==> src/rtl/uart_bridge_sequencer.sv <==
// uart_bridge_sequencer
//   Sequences byte traffic between two TX requesters, an RX byte stream and a
//   UART bridge reached through an AXI4-Lite master port.
//   Bridge map: TXDATA 0x0 (write), RXDATA 0x4 (read),
//               STATUS 0x8 (bit0 tx_busy, bit1 rx_valid).
//   Build option: define UART_SEQ_RX_EN to enable RX polling and the rx_*
//   stream. Without it, rx_valid/rx_data are tied low, rx_ready is ignored and
//   STATUS is read only when a TX byte is pending.
// Ports:
//   clk, reset              sole clock, synchronous active-high reset
//   req0_*/req1_*           valid/ready TX byte streams from two requesters
//   rx_valid/rx_data/rx_ready  received-byte stream (held until rx_ready)
//   m_axi_*                 AXI4-Lite master towards the bridge slave port
//   err                     sticky flag, set on any non-OKAY BRESP/RRESP
module uart_bridge_sequencer #(
   parameter int unsigned AXI_ADDR_WIDTH = 32,
   parameter int unsigned AXI_DATA_WIDTH = 32,
   parameter int unsigned POLL_INTERVAL  = 16
) (
   input  logic                        clk,
   input  logic                        reset,
   input  logic                        req0_valid,
   input  logic [7:0]                  req0_data,
   output logic                        req0_ready,
   input  logic                        req1_valid,
   input  logic [7:0]                  req1_data,
   output logic                        req1_ready,
   output logic                        rx_valid,
   output logic [7:0]                  rx_data,
   input  logic                        rx_ready,
   output logic [AXI_ADDR_WIDTH-1:0]   m_axi_awaddr,
   output logic [2:0]                  m_axi_awprot,
   output logic                        m_axi_awvalid,
   input  logic                        m_axi_awready,
   output logic [AXI_DATA_WIDTH-1:0]   m_axi_wdata,
   output logic [AXI_DATA_WIDTH/8-1:0] m_axi_wstrb,
   output logic                        m_axi_wvalid,
   input  logic                        m_axi_wready,
   input  logic [1:0]                  m_axi_bresp,
   input  logic                        m_axi_bvalid,
   output logic                        m_axi_bready,
   output logic [AXI_ADDR_WIDTH-1:0]   m_axi_araddr,
   output logic [2:0]                  m_axi_arprot,
   output logic                        m_axi_arvalid,
   input  logic                        m_axi_arready,
   input  logic [AXI_DATA_WIDTH-1:0]   m_axi_rdata,
   input  logic [1:0]                  m_axi_rresp,
   input  logic                        m_axi_rvalid,
   output logic                        m_axi_rready,
   output logic                        err
);

   localparam int unsigned STRB_W = AXI_DATA_WIDTH / 8;
   localparam logic [AXI_ADDR_WIDTH-1:0] ADDR_TXDATA = AXI_ADDR_WIDTH'(32'h0);
   localparam logic [AXI_ADDR_WIDTH-1:0] ADDR_STATUS = AXI_ADDR_WIDTH'(32'h8);

   // RX_HOLD is not a resting state: a received byte is held in the rx_valid /
   // rx_data output register while the FSM keeps serving TX traffic.
   typedef enum logic [2:0] {
      IDLE, ST_AR, ST_R, TX_AW, TX_B
`ifdef UART_SEQ_RX_EN
      , RX_AR, RX_R, RX_HOLD
`endif
   } state_t;

   state_t                      state, state_nxt;
   logic                        pending, pending_nxt;
   logic [7:0]                  tx_byte, tx_byte_nxt;
   logic                        gnt_id, gnt_id_nxt;      // owner of the pending byte
   logic                        last_gnt, last_gnt_nxt;  // 1 = requester 1
   logic                        req0_ready_nxt, req1_ready_nxt, err_nxt;
   logic [AXI_ADDR_WIDTH-1:0]   awaddr_nxt, araddr_nxt;
   logic [AXI_DATA_WIDTH-1:0]   wdata_nxt;
   logic                        awvalid_nxt, wvalid_nxt, bready_nxt, arvalid_nxt, rready_nxt;
   logic                        poll_due;
   logic                        rx_room;
   logic                        unused_in;

   assign m_axi_awprot = 3'b000;
   assign m_axi_arprot = 3'b000;
   assign m_axi_wstrb  = {STRB_W{1'b1}};

`ifdef UART_SEQ_RX_EN
   localparam int unsigned POLL_W = (POLL_INTERVAL > 1) ? $clog2(POLL_INTERVAL) : 1;
   localparam logic [POLL_W-1:0] POLL_RELOAD = POLL_W'(POLL_INTERVAL - 1);
   localparam logic [AXI_ADDR_WIDTH-1:0] ADDR_RXDATA = AXI_ADDR_WIDTH'(32'h4);

   logic [POLL_W-1:0] poll_cnt, poll_cnt_nxt;
   logic              rx_valid_nxt;
   logic [7:0]        rx_data_nxt;

   assign poll_due  = (poll_cnt == '0);
   assign rx_room   = !rx_valid;
   assign unused_in = &{1'b0, m_axi_rdata};
`else
   assign poll_due  = 1'b0;
   assign rx_room   = 1'b0;
   assign rx_valid  = 1'b0;
   assign rx_data   = 8'h00;
   assign unused_in = &{1'b0, m_axi_rdata, rx_ready};
`endif

   // State and registered outputs
   always_ff @(posedge clk) begin
      if (reset) begin
         state         <= IDLE;
         pending       <= 1'b0;
         tx_byte       <= '0;
         gnt_id        <= 1'b0;
         last_gnt      <= 1'b1;
         req0_ready    <= 1'b0;
         req1_ready    <= 1'b0;
         err           <= 1'b0;
         m_axi_awaddr  <= '0;
         m_axi_awvalid <= 1'b0;
         m_axi_wdata   <= '0;
         m_axi_wvalid  <= 1'b0;
         m_axi_bready  <= 1'b0;
         m_axi_araddr  <= '0;
         m_axi_arvalid <= 1'b0;
         m_axi_rready  <= 1'b0;
`ifdef UART_SEQ_RX_EN
         poll_cnt      <= POLL_RELOAD;
         rx_valid      <= 1'b0;
         rx_data       <= '0;
`endif
      end else begin
         state         <= state_nxt;
         pending       <= pending_nxt;
         tx_byte       <= tx_byte_nxt;
         gnt_id        <= gnt_id_nxt;
         last_gnt      <= last_gnt_nxt;
         req0_ready    <= req0_ready_nxt;
         req1_ready    <= req1_ready_nxt;
         err           <= err_nxt;
         m_axi_awaddr  <= awaddr_nxt;
         m_axi_awvalid <= awvalid_nxt;
         m_axi_wdata   <= wdata_nxt;
         m_axi_wvalid  <= wvalid_nxt;
         m_axi_bready  <= bready_nxt;
         m_axi_araddr  <= araddr_nxt;
         m_axi_arvalid <= arvalid_nxt;
         m_axi_rready  <= rready_nxt;
`ifdef UART_SEQ_RX_EN
         poll_cnt      <= poll_cnt_nxt;
         rx_valid      <= rx_valid_nxt;
         rx_data       <= rx_data_nxt;
`endif
      end
   end

   // Next-state and output decode
   always_comb begin
      state_nxt      = state;
      pending_nxt    = pending;
      tx_byte_nxt    = tx_byte;
      gnt_id_nxt     = gnt_id;
      last_gnt_nxt   = last_gnt;
      req0_ready_nxt = 1'b0;
      req1_ready_nxt = 1'b0;
      err_nxt        = err;
      awaddr_nxt     = m_axi_awaddr;
      awvalid_nxt    = m_axi_awvalid;
      wdata_nxt      = m_axi_wdata;
      wvalid_nxt     = m_axi_wvalid;
      bready_nxt     = m_axi_bready;
      araddr_nxt     = m_axi_araddr;
      arvalid_nxt    = m_axi_arvalid;
      rready_nxt     = m_axi_rready;
`ifdef UART_SEQ_RX_EN
      poll_cnt_nxt   = poll_cnt;
      rx_valid_nxt   = rx_valid;
      rx_data_nxt    = rx_data;
      if (rx_valid && rx_ready) rx_valid_nxt = 1'b0;
`endif

      case (state)
         IDLE: begin
`ifdef UART_SEQ_RX_EN
            if (!pending && !poll_due) poll_cnt_nxt = poll_cnt - POLL_W'(1);
`endif
            // Ready pulse cycle: the byte is taken on the handshake edge
            if (req0_ready || req1_ready) begin
               if (req0_ready && req0_valid) begin
                  tx_byte_nxt = req0_data;
                  gnt_id_nxt  = 1'b0;
                  pending_nxt = 1'b1;
               end else if (req1_ready && req1_valid) begin
                  tx_byte_nxt = req1_data;
                  gnt_id_nxt  = 1'b1;
                  pending_nxt = 1'b1;
               end
            end else if (!pending && (req0_valid || req1_valid)) begin
               if (req0_valid && (!req1_valid || last_gnt)) req0_ready_nxt = 1'b1;
               else                                         req1_ready_nxt = 1'b1;
            end else if (pending || poll_due) begin
               state_nxt   = ST_AR;
               araddr_nxt  = ADDR_STATUS;
               arvalid_nxt = 1'b1;
            end
         end
         ST_AR: begin
            if (m_axi_arready) begin
               arvalid_nxt = 1'b0;
               rready_nxt  = 1'b1;
               state_nxt   = ST_R;
            end
         end
         ST_R: begin
            if (m_axi_rvalid) begin
               rready_nxt = 1'b0;
`ifdef UART_SEQ_RX_EN
               poll_cnt_nxt = POLL_RELOAD;
`endif
               if (m_axi_rresp != 2'b00) begin
                  // Failed STATUS read drops any pending byte
                  err_nxt     = 1'b1;
                  pending_nxt = 1'b0;
                  if (pending) last_gnt_nxt = gnt_id;
                  state_nxt   = IDLE;
               end else if (m_axi_rdata[1] && rx_room) begin
`ifdef UART_SEQ_RX_EN
                  araddr_nxt  = ADDR_RXDATA;
                  arvalid_nxt = 1'b1;
                  state_nxt   = RX_AR;
`endif
               end else if (pending && !m_axi_rdata[0]) begin
                  awaddr_nxt  = ADDR_TXDATA;
                  wdata_nxt   = AXI_DATA_WIDTH'(tx_byte);
                  awvalid_nxt = 1'b1;
                  wvalid_nxt  = 1'b1;
                  state_nxt   = TX_AW;
               end else begin
                  state_nxt = IDLE;
               end
            end
         end
         TX_AW: begin
            if (m_axi_awvalid && m_axi_awready) awvalid_nxt = 1'b0;
            if (m_axi_wvalid && m_axi_wready)   wvalid_nxt  = 1'b0;
            if ((!m_axi_awvalid || m_axi_awready) && (!m_axi_wvalid || m_axi_wready)) begin
               bready_nxt = 1'b1;
               state_nxt  = TX_B;
            end
         end
         TX_B: begin
            if (m_axi_bvalid) begin
               bready_nxt   = 1'b0;
               if (m_axi_bresp != 2'b00) err_nxt = 1'b1;
               pending_nxt  = 1'b0;
               last_gnt_nxt = gnt_id;
               state_nxt    = IDLE;
            end
         end
`ifdef UART_SEQ_RX_EN
         RX_AR: begin
            if (m_axi_arready) begin
               arvalid_nxt = 1'b0;
               rready_nxt  = 1'b1;
               state_nxt   = RX_R;
            end
         end
         RX_R: begin
            if (m_axi_rvalid) begin
               rready_nxt = 1'b0;
               if (m_axi_rresp != 2'b00) begin
                  err_nxt = 1'b1;
               end else begin
                  rx_valid_nxt = 1'b1;
                  rx_data_nxt  = m_axi_rdata[7:0];
               end
               state_nxt = IDLE;
            end
         end
`endif
         default: state_nxt = IDLE;
      endcase
   end

endmodule

==> config.mk <==
export PLATFORM = sky130hd
export DESIGN_NAME = uart_bridge_sequencer
export DESIGN_NICKNAME = d
export VERILOG_FILES = /design/src/rtl/uart_bridge_sequencer.sv
export SDC_FILE = /design/constraint.sdc
export NUM_CORES = 1
export LEC_CHECK = 0
export BUFFER_PORTS_ARGS = -buffer_cell sky130_fd_sc_hd__buf_2
export CAP_MARGIN = 20
export CORE_AREA = 8 8 88 90
export DETAILED_ROUTE_END_ITERATION = 10
export DIE_AREA = 0 0 96 98
export PLACE_DENSITY = 0.85
export RECOVER_POWER = 25
export SYNTH_ARGS = -nofsm -noshare
export SYNTH_HDL_FRONTEND = slang
export SYNTH_SLANG_ARGS = --single-unit
==> constraint.sdc <==
create_clock -name clk -period 2.4 [get_ports clk]
set_clock_uncertainty 0.1 [all_clocks]
set_input_delay 0.12 -clock clk [delete_from_list [all_inputs] [get_ports clk]]
set_output_delay 0.12 -clock clk [all_outputs]
set_load 0.005 [all_outputs]
==> run summary, run 1 <==
Status: completed
WP data arrival: 2.03 ns
Area of the multi-input gates: 0.00107 mm^2
Root Driver: clkbuf_8
Core ar.: 0.00649 mm^2
Synth Instances: 263
Most frequent cell after synthesis: buf_4
Vias per cell: 4.07
Cell area power density: 522 mW/mm^2
Worst skew pair latency: 0.27 ns
Largest area contributor in the netlist: buf_4
FF+latch count, synth: 31
Max FO, Critical Path: 17
Pins over their slew limit: 0
Synth Cell Area: 0.00216 mm^2
RSZ-0062 raised after global routing: no
Synth cell count leaders: 107 x buf_4, 31 x dfxtp_1, 25 x nor2_1
Routed wire length: 4850 um
CP startpoint kind: flop
Die Span X: 96 um
Critical Path RT: 2.48 ns
Regs by FF count: m_axi_wdata: 8 flops, tx_byte: 8 flops, state: 3 flops
Sw frac: 28.5%
Synth warn: 0
Post-CTS resize count: 0
Total GRT Usage: 9.73%
Hold buffer count at cts: 3
Reg2reg setup slack: 0.45 ns
Area fraction of the dominant cell type after synthesis: 37.2%
CTS buffer count: 5
Element type at the critical path end: flop
Dpl cells: 380
Fillers: 671
Main synth FF type: dfxtp_1
Die Ht: 98 um
Clock transition at path regs: 0.06 ns
Post-CTS Setup Inserts: 0
Number of synthesized flops with an enable pin: 0
Drt drc: 0
Hold_ws: 0.00833 ns
Clock share of power: 34.0%
Vias in the first global route: 1781
Internal: 804 uW
Tot Pwr: 1.13 mW
Layout area overhead: -0.347%
Sw Pwr: 321 uW
Netlist cell types: 40
Top Ports: 185
Main area contributors after synthesis: buf_4 37%, dfxtp_1 29%, nor2_1 4.3%
Final Worst Setup Slack: 0.455 ns
Nets: 372
Leakage power: 1.11 nW
FF+latch area: 621 um^2
Util after Layout: 33.2%
Antenna diodes: 0
First-pass GRT wire length: 7650 um
Initial antenna violation count: 0
Pre-CTS WS: 0.463 ns
DRC violation total after the first TritonRoute iteration: 72
Largest net degree at the start of global routing: 30
Placed cell areas: 0.00205 mm^2
Setup TNS: 0 ns
Post-DP HPWL: 3940 um
Post-route ant nets: 0
Hold Violations, Final: 0
Layout Cells excl Fill: 391
RePlAce Congestion: 0.765
Worst slew margin: 63.8%
Cell Rows: 30
Vias: 1592
Max frequency: 0.514 GHz
Clock Sinks: 31
Initial Util: 33.3%
Setup CP Type: flop to flop
Combinational share of power: 15.9%
Final setup fails: 0
Die area: 0.00941 mm^2
Async set-reset flop share out of synthesis: 0%
DR WL/cell: 12.4 um
Mapped Avg Cell Area: 8.22 um^2
Finished Cell Area: 0.00215 mm^2
First drt pass iteration count: 4
Tcrit/Tclk final: 81.0%
Sequential area share after synthesis: 28.7%
H-tree level count: 2
CTS tree: built
Max VDD drop: 0.374 mV
Seq pwr share: 50.1%
GR Overflow Total: 0
Max-Cap Viols: 0
Clock tree buffer depth: 2
Fin crit period: 1.95 ns
Worst Tran Pin Value: 0.542 ns
IO Port Bufs: 46
Share of layout cells above drive strength 1: 18.0%
HP Class: input port to flop
-- path summary, 6_finish.rpt --
check / cells past startpoint / endpoint / from
max: 4 / tx_byte[1] / req0_ready
min: 3 / tx_byte[3] / req1_data[3]
max reg2reg: 4 / tx_byte[1] / req0_ready
min reg2reg: 2 / m_axi_bready / m_axi_bready
-- worst max-delay path, stage by stage, from the launching register on --
cell and delay (ns):
dfxtp_1 0.62, nand2_2 0.28, a21oi_4 0.50, nor2_1 0.10, a311oi_1 0.25
-- per-layer routing --
metal  global-route usage, %  share of wire [%]
met1                    9.94                 38
met2                    17.4                 52
met3                    2.07                8.7
met4                    5.68                1.4
met5                       0                  0
-- layout make-up --
type	count	area share, %
clock inverters	1	0.232
clock buffers	7	3.54
repair buffers	50	12.0
well taps	80	4.65
flip-flops and latches	31	28.8
inverters	5	0.871
multi-input cells	217	49.9
-- placed cells by master (no fill, tap or decap), drive strengths merged --
cell | Yosys | routed
nor2b | 1 | 1
a21oi | 8 | 8
nor4 | 1 | 1
inv | 5 | 5
dlygate4sd3 | 0 | 3
nor2 | 26 | 26
clkbuf | 4 | 14
a21o | 1 | 1
nand2b | 2 | 2
nor3 | 5 | 5
nor4b | 1 | 1
nor3b | 2 | 2
clkinv | 0 | 1
or2 | 1 | 1
o21a | 1 | 1
conb | 2 | 106
nand3b | 2 | 2
a211oi | 1 | 1
or3b | 1 | 1
nand4bb | 1 | 1
and2 | 1 | 1
o221a | 1 | 1
a311oi | 9 | 9
nand2 | 17 | 17
a221oi | 1 | 1
buf | 110 | 40
dfxtp | 31 | 31
a31oi | 2 | 2
a2bb2oi | 1 | 1
a221o | 1 | 1
nand3 | 9 | 9
o21ai | 6 | 6
or3 | 1 | 1
mux2i | 8 | 8
-- power groups by stage --
stage               Sequential, mW  Clock, mW  Combinational (mW)
global route                 0.567      0.423               0.206
global placement             0.574          0               0.164
floorplan                    0.565          0               0.251
finish                       0.564      0.382               0.179
detailed placement           0.575          0               0.168
CTS                          0.563      0.398               0.172
-- kinds of logic after synthesis --
group	share of synthesized area (%)
buf+inv	39.6
simple gates	16.3
compound gates	11.3
flops	28.7
mux	3.70
other cells	0.347
Power figures use the tool's default switching activity.
==> run 2, diff against run 1 <==
- clock period: 2.4 -> 1.9 ns (I/O delays scaled with it)
==> run summary, run 2 (synthesis gave the netlist of run 1 again) <==
Largest net degree at the start of global routing: 30 (unchanged)
Worst skew pair latency: 0.27 ns (about the same)
WP data arrival: 1.79 ns (-0.24 ns)
Antenna diodes: 0 (unchanged)
Cell Rows: 30 (unchanged)
Max FO, Critical Path: 11 (-6)
RePlAce Congestion: 0.790 (+3.2%)
Leakage power: 1.16 nW (+4.8%)
Reg2reg setup slack: 0.15 ns (-0.31 ns)
Clock share of power: 32.2% (-1.8 points)
Fin crit period: 1.75 ns (-0.192 ns)
Die Ht: 98 um (unchanged)
Clock Sinks: 31 (unchanged)
DR WL/cell: 12.7 um (+2.4%)
GR Overflow Total: 0 (unchanged)
Setup TNS: 0 ns (unchanged)
Vias per cell: 4.04 (-0.84%)
RSZ-0062 raised after global routing: no
Initial antenna violation count: 0 (unchanged)
Routed wire length: 5100 um (+5.0%)
Seq pwr share: 49.8% (-0.3 points)
IO Port Bufs: 46 (unchanged)
Post-DP HPWL: 3980 um (+0.98%)
Util after Layout: 34.7% (+1.5 points)
Cell depth of the worst flop-to-flop path: 6 (+2)
Most frequent cells in the layout: 106 x conb_1, 39 x buf_2, 31 x dfxtp_1, 25 x nor2_1, 16 x nand2_1
Max VDD drop: 0.400 mV (+6.9%)
Sw frac: 28.0% (-0.47 points)
Dpl cells: 385 (+1.3%)
Worst Tran Pin Value: 0.543 ns (+0.00104 ns)
Root Driver: clkbuf_8
Max frequency: 0.571 GHz (+11%)
Initial Util: 33.3% (unchanged)
CTS tree: built
CP startpoint kind: flop
CTS buffer count: 5 (unchanged)
Die Span X: 96 um (unchanged)
Die area: 0.00941 mm^2 (unchanged)
Critical Path RT: 1.93 ns (-0.55 ns)
Max-Cap Viols: 0 (unchanged)
DRC violation total after the first TritonRoute iteration: 65 (-9.7%)
Cell area power density: 629 mW/mm^2 (+20%)
Worst Setup EP: err
Internal: 1.02 mW (+27%)
Status: completed
Pre-CTS WS: 0.203 ns (-0.260 ns)
FF-to-FF End: err
First drt pass iteration count: 4 (unchanged)
Total GRT Usage: 10.4% (+0.67 points)
Share of layout cells above drive strength 1: 18.7% (+0.69 points)
Layout Cells excl Fill: 401 (+2.6%)
RR Startpoint: state[1]
Pins over their slew limit: 0 (unchanged)
Layout area overhead: 4.22%
Sw Pwr: 398 uW (+24%)
Clock transition at path regs: 0.06 ns (about the same)
Post-CTS resize count: 0 (unchanged)
Combinational share of power: 18.1% (+2.2 points)
Placed cell areas: 0.00209 mm^2 (+1.8%)
Clock tree buffer depth: 2 (unchanged)
Vias: 1619 (+1.7%)
Nets: 384 (+3.2%)
Tcrit/Tclk final: 92.3% (+11 points)
Finished Cell Area: 0.00225 mm^2 (+4.6%)
Post-route ant nets: 0 (unchanged)
Final setup fails: 0 (unchanged)
Drt drc: 0 (unchanged)
Element type at the critical path end: flop
Hold_ws: 0.0114 ns (+0.00307 ns)
Critical Path Source: state[1]
Hold Violations, Final: 0 (unchanged)
Tot Pwr: 1.42 mW (+26%)
Final Worst Setup Slack: 0.147 ns (-0.308 ns)
Worst slew margin: 63.8% (-0.070 points)
Core ar.: 0.00649 mm^2 (unchanged)
Vias in the first global route: 1815 (+1.9%)
Most common cell after layout, fill and taps aside: conb_1
Setup CP Type: flop to flop
First-pass GRT wire length: 8020 um (+4.9%)
Regs by FF count: m_axi_wdata: 8 flops, tx_byte: 8 flops, state: 3 flops
HP Class: input port to flop
H-tree level count: 2 (unchanged)
Top Ports: 185 (unchanged)
run 2: routing by layer:
| metal | up-vias | GRT usage, % | share of wire [%] |
|---|---|---|---|
| met5 | - | 0 | 0 |
| li1 | 783 | - | - |
| met2 | 91 | 18.7 | 52 |
| met3 | 12 | 2.53 | 7.1 |
| met1 | 733 | 10.4 | 38 |
| met4 | 0 | 5.80 | 2.9 |
run 2: power by group through the flow:
| stage | logic, mW | registers [mW] | clock network, mW |
|---|---|---|---|
| 4_1_cts | 0.246 | 0.705 | 0.469 |
| 5_1_grt | 0.291 | 0.709 | 0.495 |
| 3_5_place_dp | 0.230 | 0.719 | 0 |
| 2_1_floorplan | 0.317 | 0.714 | 0 |
| 3_3_place_gp | 0.225 | 0.716 | 0 |
| 6_report | 0.256 | 0.706 | 0.456 |
run 2: critical path: stages, from the launching register on:
cell           delay, ns
dfxtp_1             0.30
buf_4               0.16
nor2_1              0.09
nand2_1             0.08
nor4_1              0.23
dlygate4sd3_1       0.61
nor3_1              0.05
run 2: worst min-delay path by stage:
stage | from | to | slack, ns | cells after the start
6_report | m_axi_bvalid | state[2] | 0.01 | 3
5_1_grt | req1_data[7] | tx_byte[7] | 0.02 | 3
2_1_floorplan | m_axi_wready | m_axi_wvalid | 0.11 | 1
4_1_cts | m_axi_bvalid | state[2] | 0.003 | 3
3_5_place_dp | m_axi_wready | m_axi_wvalid | 0.23 | 2
3_3_place_gp | m_axi_awready | m_axi_awvalid | 0.21 | 2
run 2: area by class of cell:
class                           instances  area [um^2]
Fill cell                             670         4240
Multi-Input combinational cell        217         1070
Sequential cell                        31          621
Timing Repair Buffer                   62          367
Tap cell                               80          100
Clock buffer                            6         72.6
Inverter                                5         18.8
run 2: what timing repair did:
| item | in CTS | in global routing |
|---|---|---|
| buffers inserted | 0 | 0 |
| endpoints found under the hold margin | 9 | 0 |
| hold buffers | 10 | 0 |
| setup endpoints to repair | 0 | 0 |
